<file path="src/rtl/snn_seq_ctrl.sv">
// snn_seq_ctrl: frame sequencer for the SNN datapath.
// UART RX bytes are unpacked LSB-first into the 784x1 input RAM, snn_core is
// started and its digit is sent back as ASCII over UART TX.
// Optional core watchdog: define SNN_SEQ_CTRL_TIMEOUT_EN.
module snn_seq_ctrl #(
    parameter int unsigned NUM_BYTES      = 98,
    parameter int unsigned ADDR_W         = 10,
    parameter int unsigned TIMEOUT_CYCLES = 1000000
) (
    input  logic              clk,
    input  logic              rst_n,
    input  logic              rx_rdy,
    input  logic [7:0]        rx_data,
    output logic              ram_we,
    output logic [ADDR_W-1:0] ram_addr,
    output logic              ram_d,
    output logic              core_start,
    input  logic              core_done,
    input  logic [3:0]        core_digit,
    input  logic              tx_rdy,
    output logic              tx_start,
    output logic [7:0]        tx_data,
    output logic              busy,
    output logic [3:0]        result,
    output logic              err_ovr,
    output logic              err_tmo
);

    localparam int unsigned BC_W = $clog2(NUM_BYTES + 1);

    typedef enum logic [2:0] {
        RX_WAIT,
        UNPACK,
        START,
        COMPUTE,
        TX_WAIT,
        TX_SEND
    } state_t;

    state_t          state;
    logic [BC_W-1:0] byte_cnt;
    logic [2:0]      bit_cnt;
    logic [7:0]      shift_q;
    logic [7:0]      hold_q;
    logic            hold_full;

    logic [BC_W-1:0] byte_cnt_inc;
    logic            last_byte;
    logic [7:0]      load_byte;

`ifdef SNN_SEQ_CTRL_TIMEOUT_EN
    localparam int unsigned TMO_W = $clog2(TIMEOUT_CYCLES + 1);
    logic [TMO_W-1:0] tmo_cnt;
`else
    // Watchdog limit has no meaning without the watchdog.
    logic unused_tmo_cfg;
    assign unused_tmo_cfg = ^TIMEOUT_CYCLES;
    assign err_tmo        = 1'b0;
`endif

    // Byte bookkeeping shared by the unpack transitions.
    assign byte_cnt_inc = byte_cnt + BC_W'(1);
    assign last_byte    = (byte_cnt_inc == BC_W'(NUM_BYTES));
    assign load_byte    = hold_full ? hold_q : rx_data;

    // First RAM address of a byte: byte index times eight.
    function automatic logic [ADDR_W-1:0] base_addr(input logic [BC_W-1:0] b);
        return ADDR_W'(b) << 3;
    endfunction

    // Digits 0..9 map to ASCII '0'..'9', anything else to '?'.
    function automatic logic [7:0] to_ascii(input logic [3:0] d);
        if (d <= 4'd9) begin
            return 8'h30 + {4'h0, d};
        end
        return 8'h3F;
    endfunction

    // Sequencer: state, counters, hold register and all registered outputs.
    always_ff @(posedge clk or negedge rst_n) begin
        if (!rst_n) begin
            state      <= RX_WAIT;
            byte_cnt   <= '0;
            bit_cnt    <= '0;
            shift_q    <= '0;
            hold_q     <= '0;
            hold_full  <= 1'b0;
            ram_we     <= 1'b0;
            ram_addr   <= '0;
            ram_d      <= 1'b0;
            core_start <= 1'b0;
            tx_start   <= 1'b0;
            tx_data    <= '0;
            busy       <= 1'b0;
            result     <= '0;
            err_ovr    <= 1'b0;
`ifdef SNN_SEQ_CTRL_TIMEOUT_EN
            tmo_cnt    <= '0;
            err_tmo    <= 1'b0;
`endif
        end else begin
            core_start <= 1'b0;
            tx_start   <= 1'b0;

            // Bytes arriving while a classification is in flight are lost.
            if (rx_rdy && (state inside {START, COMPUTE, TX_WAIT, TX_SEND})) begin
                err_ovr <= 1'b1;
            end

            case (state)
                RX_WAIT: begin
                    if (rx_rdy) begin
                        state    <= UNPACK;
                        busy     <= 1'b1;
                        ram_we   <= 1'b1;
                        ram_d    <= load_byte[0];
                        ram_addr <= base_addr(byte_cnt);
                        shift_q  <= {1'b0, load_byte[7:1]};
                        bit_cnt  <= '0;
                    end
                end

                UNPACK: begin
                    if (bit_cnt != 3'd7) begin
                        ram_we   <= 1'b1;
                        ram_d    <= shift_q[0];
                        ram_addr <= ram_addr + ADDR_W'(1);
                        shift_q  <= {1'b0, shift_q[7:1]};
                        bit_cnt  <= bit_cnt + 3'd1;
                        if (rx_rdy) begin
                            if (hold_full) begin
                                err_ovr <= 1'b1;
                            end else begin
                                hold_q    <= rx_data;
                                hold_full <= 1'b1;
                            end
                        end
                    end else if (last_byte) begin
                        // Frame complete; nothing may carry over into the next one.
                        state      <= START;
                        core_start <= 1'b1;
                        ram_we     <= 1'b0;
                        ram_d      <= 1'b0;
                        byte_cnt   <= byte_cnt_inc;
                        hold_full  <= 1'b0;
                        if (rx_rdy || hold_full) begin
                            err_ovr <= 1'b1;
                        end
                    end else if (hold_full || rx_rdy) begin
                        // Next byte follows back-to-back, held byte first.
                        ram_we    <= 1'b1;
                        ram_d     <= load_byte[0];
                        ram_addr  <= base_addr(byte_cnt_inc);
                        shift_q   <= {1'b0, load_byte[7:1]};
                        bit_cnt   <= '0;
                        byte_cnt  <= byte_cnt_inc;
                        hold_full <= hold_full && rx_rdy;
                        if (hold_full && rx_rdy) begin
                            hold_q <= rx_data;
                        end
                    end else begin
                        state    <= RX_WAIT;
                        busy     <= 1'b0;
                        ram_we   <= 1'b0;
                        ram_d    <= 1'b0;
                        byte_cnt <= byte_cnt_inc;
                    end
                end

                START: begin
                    state    <= COMPUTE;
                    byte_cnt <= '0;
`ifdef SNN_SEQ_CTRL_TIMEOUT_EN
                    tmo_cnt  <= '0;
`endif
                end

                COMPUTE: begin
                    if (core_done) begin
                        state   <= TX_WAIT;
                        result  <= core_digit;
                        tx_data <= to_ascii(core_digit);
`ifdef SNN_SEQ_CTRL_TIMEOUT_EN
                    end else if (tmo_cnt == TMO_W'(TIMEOUT_CYCLES - 1)) begin
                        state   <= TX_WAIT;
                        err_tmo <= 1'b1;
                        result  <= 4'hF;
                        tx_data <= 8'h3F;
                    end else begin
                        tmo_cnt <= tmo_cnt + TMO_W'(1);
`endif
                    end
                end

                TX_WAIT: begin
                    if (tx_rdy) begin
                        state    <= TX_SEND;
                        tx_start <= 1'b1;
                    end
                end

                TX_SEND: begin
                    state <= RX_WAIT;
                    busy  <= 1'b0;
                end

                default: begin
                    state  <= RX_WAIT;
                    busy   <= 1'b0;
                    ram_we <= 1'b0;
                end
            endcase
        end
    end

endmodule
</file>
<file path="config.mk">
export PLATFORM = sky130hd
export DESIGN_NAME = snn_seq_ctrl
export DESIGN_NICKNAME = d
export VERILOG_FILES = /design/src/rtl/snn_seq_ctrl.sv
export SDC_FILE = /design/constraint.sdc
export NUM_CORES = 1
export LEC_CHECK = 0
export BUFFER_PORTS_ARGS = -buffer_cell sky130_fd_sc_hd__buf_2
export CORE_MARGIN = 5
export CORE_UTILIZATION = 49
export CTS_CLUSTER_DIAMETER = 80
export CTS_CLUSTER_SIZE = 25
export DETAILED_ROUTE_END_ITERATION = 12
export PLACE_DENSITY = 0.7
export SLEW_MARGIN = 20
export SYNTH_ARGS = -nofsm -noshare
export SYNTH_HDL_FRONTEND = slang
export SYNTH_SLANG_ARGS = --single-unit
</file>
<file path="constraint.sdc">
create_clock -name clk -period 2.7 [get_ports clk]
set_input_delay 0.54 -clock clk [delete_from_list [all_inputs] [get_ports clk]]
set_output_delay 0.54 -clock clk [all_outputs]
set_load 0.005 [all_outputs]
</file>
==> impl_summary.md, run 1 <==
Placed design
The routability congestion estimate from global placement is 0.927. The worst slack after detailed placement is 329 ps. The half-perimeter wire length after placement is 5660 µm. The number of port buffers is between 40 and 50.

Worst setup path
The signal on the critical path passes through ha_1, nand3_2, mux2i_1, a41oi_2, o31ai_4, buf_4, o21ai_0, o21ai_1. STA classifies the critical path startpoint as a flip-flop. The worst setup path category is reg -> reg. Among all stages on the critical path, the largest delay is contributed by sky130_fd_sc_hd__dfrtp_1.

Data on the critical path is required at its endpoint by between 2000 and 3000 ps. The highest cell delay on the worst timing path is 500 ps. The kind of end point of the critical path is a flip-flop.

STA puts the critical path data arrival time at between 2000 and 3000 ps. Of all nets on the critical path, the largest fanout is 24.

Synth
The share of flip-flops with an asynchronous set or reset after synthesis is 1.00. The dominant synthesized flop cell is sky130_fd_sc_hd__dfrtp_1. Of the total synthesized cell area, the portion taken by AND, OR, NAND and NOR gates is 0.188.

The synthesized design contains 54 register bits. By area the synthesized netlist is led by sky130_fd_sc_hd__dfrtp_1 42%, sky130_fd_sc_hd__nand2_1 6.1%, sky130_fd_sc_hd__o21ai_0 5.2%. Of the total synthesized cell area, the portion taken by full adders, half adders and majority gates is 0.0269. The post-synthesis cell type with the largest combined area is sky130_fd_sc_hd__dfrtp_1. The cell area after technology mapping is 3250 µm². The unique cell type count in the Yosys netlist is 59. The average instance in the mapped netlist occupies 8.70 µm².

The share of synthesized area in the top cell type comes to 0.415. The share of cell area taken by muxes after synthesis is 0.0450. The number of instances in the synthesized netlist is around 370.

The synthesized design contains 0 enable-type register cells. The synthesis warning total is 0. The register area share after synthesis is 0.415.

The synthesized-area fraction occupied by ao, oa, aoi and oai cells is 0.256. The main combinational cell family by area after synthesis is compound AO/OA/AOI/OAI gates. The xor-xnor portion of the synthesized cell area is 0.00538.

Timing
The number of failing setup endpoints in the final timing report is 0. The number of pins exceeding their max-slew limit in the final report is 0. Setup repair after global routing left no endpoint under its margin. After routing, the total negative slack on setup checks comes to 0 ps.

The worst path meets setup with 296 ps of slack. For the pin with the worst max-slew slack, the measured transition is 496 ps. Timing would allow up to 0.416 GHz. The final count of hold timing violations is 0. The clock period could shrink to 2400 ps. Measured against its own limit, the worst slew margin works out to 0.668.

Of the available clock period, the critical path in the final layout requires 0.890. The worst setup skew after layout is ~7 ps.

Global routing
The total global routing overflow is 0. The initial antenna violation count is 0. Entering global routing, the biggest net connects 25 pins. The via count of the first global-routing pass is between 2000 and 3000.

The first global-routing pass estimated 12900 µm of wire. The total global routing track utilization is 0.186.

Clocking
In this run, post-CTS hold repair placed 0 buffers. The clock latency on the worst-skew pair is between 300 and 400 ps. The H-tree was split into 2 levels.

Clock-pin slew was measured on the worst setup and hold paths at 90 ps. TritonCTS built the clock tree. The library cell used as clock root buffer is sky130_fd_sc_hd__clkbuf_8.

The buffer levels on the longest clock path is 2. Clock tree synthesis inserted a total of 5 buffers. The clock sink count is 54. The number of setup buffers added after CTS is 0.

In this run, post-CTS repair resized a total of 0 instances.

Floorplanning
The chip width is 91.5 µm. Row generation in the floorplan step produced 29 rows. After floorplanning, the core was sized to cover ~6400 µm². The die covers 8370 µm². The initial core utilization is 0.507. 46 I/O pins were placed.

The die extent in y is 91.5 µm.

Power and ir drop
The part of the total power dissipated in sequential elements is 0.420. The share of total power dissipated in combinational logic is 0.427. The share of total power dissipated in the clock network is 0.153.

The maximum vdd drop is between 0.4 and 0.5 mV. The internal portion of total power is 0.00180 W. The power spent charging and discharging nets is ~0.0012 W. For this design the ratio of total power to cell area is ~840 nW/µm². The static leakage is between 1.5 and 2 nW.

After layout, the design draws a total of approximately 0.0030 W. The switching part of the total power is 0.405.

Run status
The run finished with clean final reports.

Route
The final routed wire length divided by cell count is 15.8 µm. The wire length after detailed routing is 7650 µm. The via total after detailed routing is 2855. In the routed layout, each cell is associated on average with a via count of between 5 and 6.

After the first detailed-routing iteration, the DRC count stood at 227. The first TritonRoute pass finished after 5 iterations. In the routed design, unresolved DRC markers number 0. In this run the remaining antenna-violating nets after routing total 0.

Finish
After the last flow step, the layout net total stands at roughly 430. Of the cells placed in the final design, the portion with a size suffix greater than 1 is 0.203. The number of antenna cells inserted is 0. Compared with the post-synthesis result, the final layout area differs by 10.3%.

Hold path
The tightest min-delay check is of the in -> async type.

Flow run
The tool flagged a number of max-cap violations equal to 0.
## worst paths after layout
kind | startpoint | cells past startpoint | to | slack, ps
worst max-delay path | byte_cnt[0] | 8 | ram_addr[9] | 300
worst max register to register | byte_cnt[0] | 8 | ram_addr[9] | 300
worst min register to register | tx_data[1] | 2 | tx_data[1] | 480
worst min-delay path | rst_n | 1 | hold_q[5] | 170
max in group asynchronous | rst_n | 2 | result[0] | 1910
min in group clk | tx_data[1] | 2 | tx_data[1] | 480
## registers in the layout, indices dropped and copies added (netlist names), 3 cells and up
register	cells
ram_addr	10
hold_q	8
shift_q	7
bit_cnt	3
byte_cnt	7
state	3
tx_data	5
result	4
## critical path, delay by kind of cell, from the launching register on
family,cells,cell delay (ps)
adder cells (fa/ha/maj),1,320
AND/OR/NAND/NOR,1,180
multiplexers,1,230
buffers and inverters,1,300
AO/OA/AOI/OAI,4,800
flip-flops,1,500
## metrics by stage
step / hold WS (ps) / std cells / utilization / cell area (µm²)
5_1_grt: 198 / 485 / 0.559 / 3590
2_1_floorplan: 244 / 376 / - / 3260
4_1_cts: 176 / 485 / 0.559 / 3590
6_report: 167 / 485 / 0.559 / 3590
3_5_place_dp: 465 / 477 / 0.545 / 3500
3_3_place_gp: 456 / 477 / 0.545 / 3500
## cell type report
class | instances | area [µm²]
Inverter | 11 | 41.3
Clock buffer | 7 | 86.3
Fill cell | 575 | 2830
Sequential cell | 54 | 1350
Timing Repair Buffer | 54 | 300
Multi-Input combinational cell | 281 | 1710
Tap cell | 77 | 96.3
Clock inverter | 1 | 5.00
## Yosys cell counts (all sizes together) (2+ instances only)
library cell  count
nor3              6
mux2              5
ha                7
nor3b             3
inv              10
mux2i             9
nand3             3
o221ai            2
or2               3
nor4              2
nand4             3
dfrtp            54
nor2b             2
a221o             8
o21ai            53
and3              8
clkbuf           19
a31oi             7
buf              11
nor2             36
xor2              2
a22oi             8
o31ai             4
nand2            53
a41oi             3
a21oi            25
o22ai             5
nand2b            4
o211ai            3
o21a              2
## power by group through the flow
| stage | Clock (W) | Sequential (W) | Combinational [W] |
|---|---|---|---|
| floorplan | 0 | 0.00121 | 0.000987 |
| global placement | 0 | 0.00128 | 0.00124 |
| detailed placement | 0 | 0.00128 | 0.00129 |
| CTS | 0.000480 | 0.00127 | 0.00129 |
| global route | 0.000516 | 0.00132 | 0.00145 |
| finish | 0.000464 | 0.00127 | 0.00129 |
## cell usage in the layout (no fill, tap or decap), types with 2 or more instances in the layout
master                      n
sky130_fd_sc_hd__nand2b_1   4
sky130_fd_sc_hd__and3_1     8
sky130_fd_sc_hd__clkbuf_8   6
sky130_fd_sc_hd__a21oi_1   25
sky130_fd_sc_hd__dfrtp_1   54
sky130_fd_sc_hd__nor2b_1    2
sky130_fd_sc_hd__o21ai_1   12
sky130_fd_sc_hd__nand4_1    2
sky130_fd_sc_hd__inv_1      9
sky130_fd_sc_hd__o21ai_0   34
sky130_fd_sc_hd__o211ai_1   3
sky130_fd_sc_hd__a31oi_1    7
sky130_fd_sc_hd__a41oi_1    2
sky130_fd_sc_hd__ha_1       7
sky130_fd_sc_hd__buf_4     12
sky130_fd_sc_hd__o21ai_2    6
sky130_fd_sc_hd__mux2i_1    9
sky130_fd_sc_hd__buf_2     42
sky130_fd_sc_hd__nor3b_1    3
sky130_fd_sc_hd__nor2_1    35
sky130_fd_sc_hd__a22oi_1    8
sky130_fd_sc_hd__o22ai_1    5
sky130_fd_sc_hd__or2_4      2
sky130_fd_sc_hd__o221ai_1   2
sky130_fd_sc_hd__o21a_1     2
sky130_fd_sc_hd__nand2_1   53
sky130_fd_sc_hd__nor3_1     5
sky130_fd_sc_hd__o31ai_1    3
sky130_fd_sc_hd__nand3_1    2
sky130_fd_sc_hd__conb_1     3
sky130_fd_sc_hd__mux2_2     4
sky130_fd_sc_hd__a221o_1    8
sky130_fd_sc_hd__xor2_1     2
## logic make-up after synthesis
kind of cell	count (synthesis)
fa+ha+maj	7
simple gates	128
xor+xnor	2
flops	54
mux	14
compound gates	127
other cells	1
buf+inv	41
## per-layer routing
metal,up-vias,global-route usage,part of all wire
met5,-,0,0
met4,0,0.0590,0.017
met3,14,0.0331,0.065
met2,97,0.272,0.46
met1,1342,0.279,0.46
li1,1402,-,-
Power figures use the tool's default switching activity.
==> run 2: changes to the inputs <==
--- a/config.mk
+++ b/config.mk
@@ -11,6 +11,7 @@
 export CTS_CLUSTER_DIAMETER = 80
 export CTS_CLUSTER_SIZE = 25
 export DETAILED_ROUTE_END_ITERATION = 12
+export GPL_TIMING_DRIVEN = 0
 export PLACE_DENSITY = 0.7
 export SLEW_MARGIN = 20
 export SYNTH_ARGS = -nofsm -noshare
==> constraint.sdc (replaced) <==
create_clock -name clk -period 2.7 [get_ports clk]
set_input_delay 0.54 -clock clk [delete_from_list [all_inputs] [get_ports clk]]
set_output_delay 0.54 -clock clk [all_outputs]
set_load 0.01 [all_outputs]
==> run 2 against run 1 <==
  * Combinational power grew 6%
  * Largest power group unchanged
  * Wire length grew 3.8%
  * Hold slack gained 110 ps
  * Critical path depth shrank 2
  * Total power grew 4.6%
==> impl_summary.md, run 2 (synthesized netlist as in run 1, its figures left out) <==
Run status
The flow ran to the end, and the final reports show no timing, DRC or antenna violations.

Route
The post-detailed-route count of antenna-violating nets is 0. The routed design has 7940 µm of wire. The DRC violations left is 0. The number of detailed-route iterations in the first pass is 6. In the final routed layout, each cell accounts on average for 15.8 µm. The via total after detailed routing is slightly below 3000. Using the TritonRoute via totals, the vias-per-cell ratio works out to roughly 5.9. The number of violations reported at the end of detailed-routing iteration 0 is 219.

Clocking
In this run, post-CTS hold repair placed 0 buffers. The clock sink count is between 50 and 60. The count of cells resized by post-cts repair is 0. The post-CTS repair timing setup buffer count is 0. The number of H-tree levels is 2. For the worst-skew pair, the clock arrives at the later sink with an insertion delay of 300 ps. The root buffer cell chosen for the clock tree is sky130_fd_sc_hd__clkbuf_8. The clock-pin slew of the registers on the worst-case setup and hold paths is 90 ps.

The buffer levels on the longest clock path is 2. The number of clock buffers inserted by TritonCTS is 5. TritonCTS built the clock tree.

Timing
The setup total negative slack is 0 ps. The normalized max-slew margin is 0.549. The share of the cycle needed by the critical path after routing is 0.923.

Setup violations remaining at the end of the flow were counted as 0. The number of pins exceeding their max-slew limit in the final report is 0. The final count of hold timing violations is 0. Clock skew on the completed layout was measured at just over 8 ps. The time the worst path needs with I/O delays and setup is 2490 ps. The maximum clock frequency is roughly 0.4 GHz. The measured slew at the worst slew-check pin is 677 ps. Setup repair after global routing left no endpoint under its margin.

Finish
The area of combinational cells with multiple inputs is 1710 µm². The fill cell total of the finished layout is 619. The number of antenna cells inserted is 0. The most common cell after layout, fill and taps aside is sky130_fd_sc_hd__dfrtp_1. Counting flops per register, the top entry is ram_addr.

The post-synthesis to final-layout area growth is 13.2%. The register with the most flip-flops in the layout has 10 of them. The largest registers in the layout are ram_addr (10), hold_q (8). After the flow finishes, the layout carries non-filler instances totaling approximately 500. The final layout net count is 449. Leaving out fill and tap cells, the most frequent cells in the layout are 54 x sky130_fd_sc_hd__dfrtp_1, 53 x sky130_fd_sc_hd__nand2_1, 43 x sky130_fd_sc_hd__buf_2.

In the final layout, flip-flops and latches occupy 1350 µm². The fraction of final layout cells sized beyond drive strength 1 is 0.193.

Placed design
During placement, the flow inserted port buffers numbering 42. The congestion estimate from routability-driven global placement came to between 0.8 and 0.9. In this run, placement finished with an instance count of 495. Detailed placement ended at an HPWL of 5700 µm.

Power and ir drop
The switching part of the total power is 0.401. The share of total power dissipated in sequential elements is 0.391. The analysis attributes to cell leakage a power of 1.69 nW. Of the total power, combinational logic draws 0.433.

The clock share of power is 0.176. The power spent charging and discharging nets is 0.00127 W. The internal portion of total power is 0.00190 W. The maximum vdd drop is between 0.4 and 0.5 mV.

For this design the ratio of total power to cell area is approximately 860 nW/µm².

Floorplanning
After floorplanning, the core was divided into 29 placement rows. The initial utilization of the core area, before any placement, comes to 0.507. After floorplanning, the core was sized to cover 6420 µm². The die extent in y is about 90 µm.

The top-level I/O count is 46. The die area is 8370 µm². The chip width is roughly 91 µm.

Worst setup path
The worst setup path category is reg -> reg. The type of element launching the critical path is a flip-flop. The kind of end point of the critical path is a flip-flop. The arrival time of data at the critical path endpoint is around 2700 ps. The highest net fanout along the worst path is 8. The required arrival time at the worst endpoint is roughly 2900 ps.

Global routing
The via count of the first global-routing pass was 2894. The total global routing track utilization is 0.196. The total global routing overflow is 0. The pin count of the biggest net entering global routing is 55. The initial antenna violation count is 0. The first-pass GRT wire length is 13700 µm.

Flow run
The tool flagged a number of max-cap violations equal to 0.

Hold path
The worst hold path class is in -> async.
[run 2: changes by cell type in the layout (fill, tap and decap cells not counted), sizes merged]
| cell | delta |
|---|---|
| clkinv | -1 |
| bufinv | +1 |
| buf | -1 |
| clkbuf | +18 |
[run 2: routing by layer]
metal  track usage  share of wire  vias up
met5             0              0        -
met4        0.0477         0.0089        0
li1              -              -     1438
met2         0.308           0.46      103
met3        0.0405          0.060        8
met1         0.277           0.47     1397
[run 2: layout make-up]
class / instances / share of cell area
buffer: 30 / 0.0435
clock buffer: 6 / 0.0224
clock inverter: 1 / 0.00815
inverter: 11 / 0.0112
multi-input combinational: 281 / 0.464
sequential: 54 / 0.367
tap: 77 / 0.0262
timing repair buffer: 42 / 0.0577
[run 2: metrics by stage]
| step | hold WS, ps | utilization | area (µm²) | setup WS (ps) | total power (W) |
|---|---|---|---|---|---|
| after global placement | 456 | 0.556 | 3570 | 288 | 0.00257 |
| final | 272 | 0.574 | 3680 | 208 | 0.00317 |
| after CTS | 293 | 0.574 | 3680 | 247 | 0.00318 |
| after detailed placement | 459 | 0.556 | 3570 | 269 | 0.00261 |
| after floorplan | 244 | - | 3260 | 538 | 0.00223 |
| after global routing | 331 | 0.574 | 3680 | 97.6 | 0.00345 |
[run 2: final timing paths]
| kind | from | endpoint | slack [ps] | depth (start not counted) |
|---|---|---|---|---|
| setup / recovery | byte_cnt[0] | ram_addr[3] | 210 | 6 |
| min in group clk | tx_data[0] | tx_data[0] | 480 | 2 |
| setup reg to reg | byte_cnt[0] | ram_addr[3] | 210 | 6 |
| max in group asynchronous | rst_n | tx_start | 1990 | 1 |
| hold / removal | rst_n | bit_cnt[0] | 270 | 1 |
| hold reg to reg | tx_data[0] | tx_data[0] | 480 | 2 |
[run 2: power by group through the flow]
stage | Sequential (W) | Clock, W | Combinational, W
2_1_floorplan | 0.00124 | 0 | 0.000988
3_3_place_gp | 0.00124 | 0 | 0.00134
3_5_place_dp | 0.00125 | 0 | 0.00136
4_1_cts | 0.00124 | 0.000574 | 0.00137
5_1_grt | 0.00128 | 0.000597 | 0.00157
6_report | 0.00124 | 0.000557 | 0.00137
[run 2: worst max-delay path: stages, from the launching register on]
cell and delay [ps]:
sky130_fd_sc_hd__dfrtp_1 500, sky130_fd_sc_hd__ha_1 340, sky130_fd_sc_hd__nand3_2 220, sky130_fd_sc_hd__mux2i_1 230
sky130_fd_sc_hd__a41oi_2 230, sky130_fd_sc_hd__o31ai_4 500, sky130_fd_sc_hd__mux2_1 360
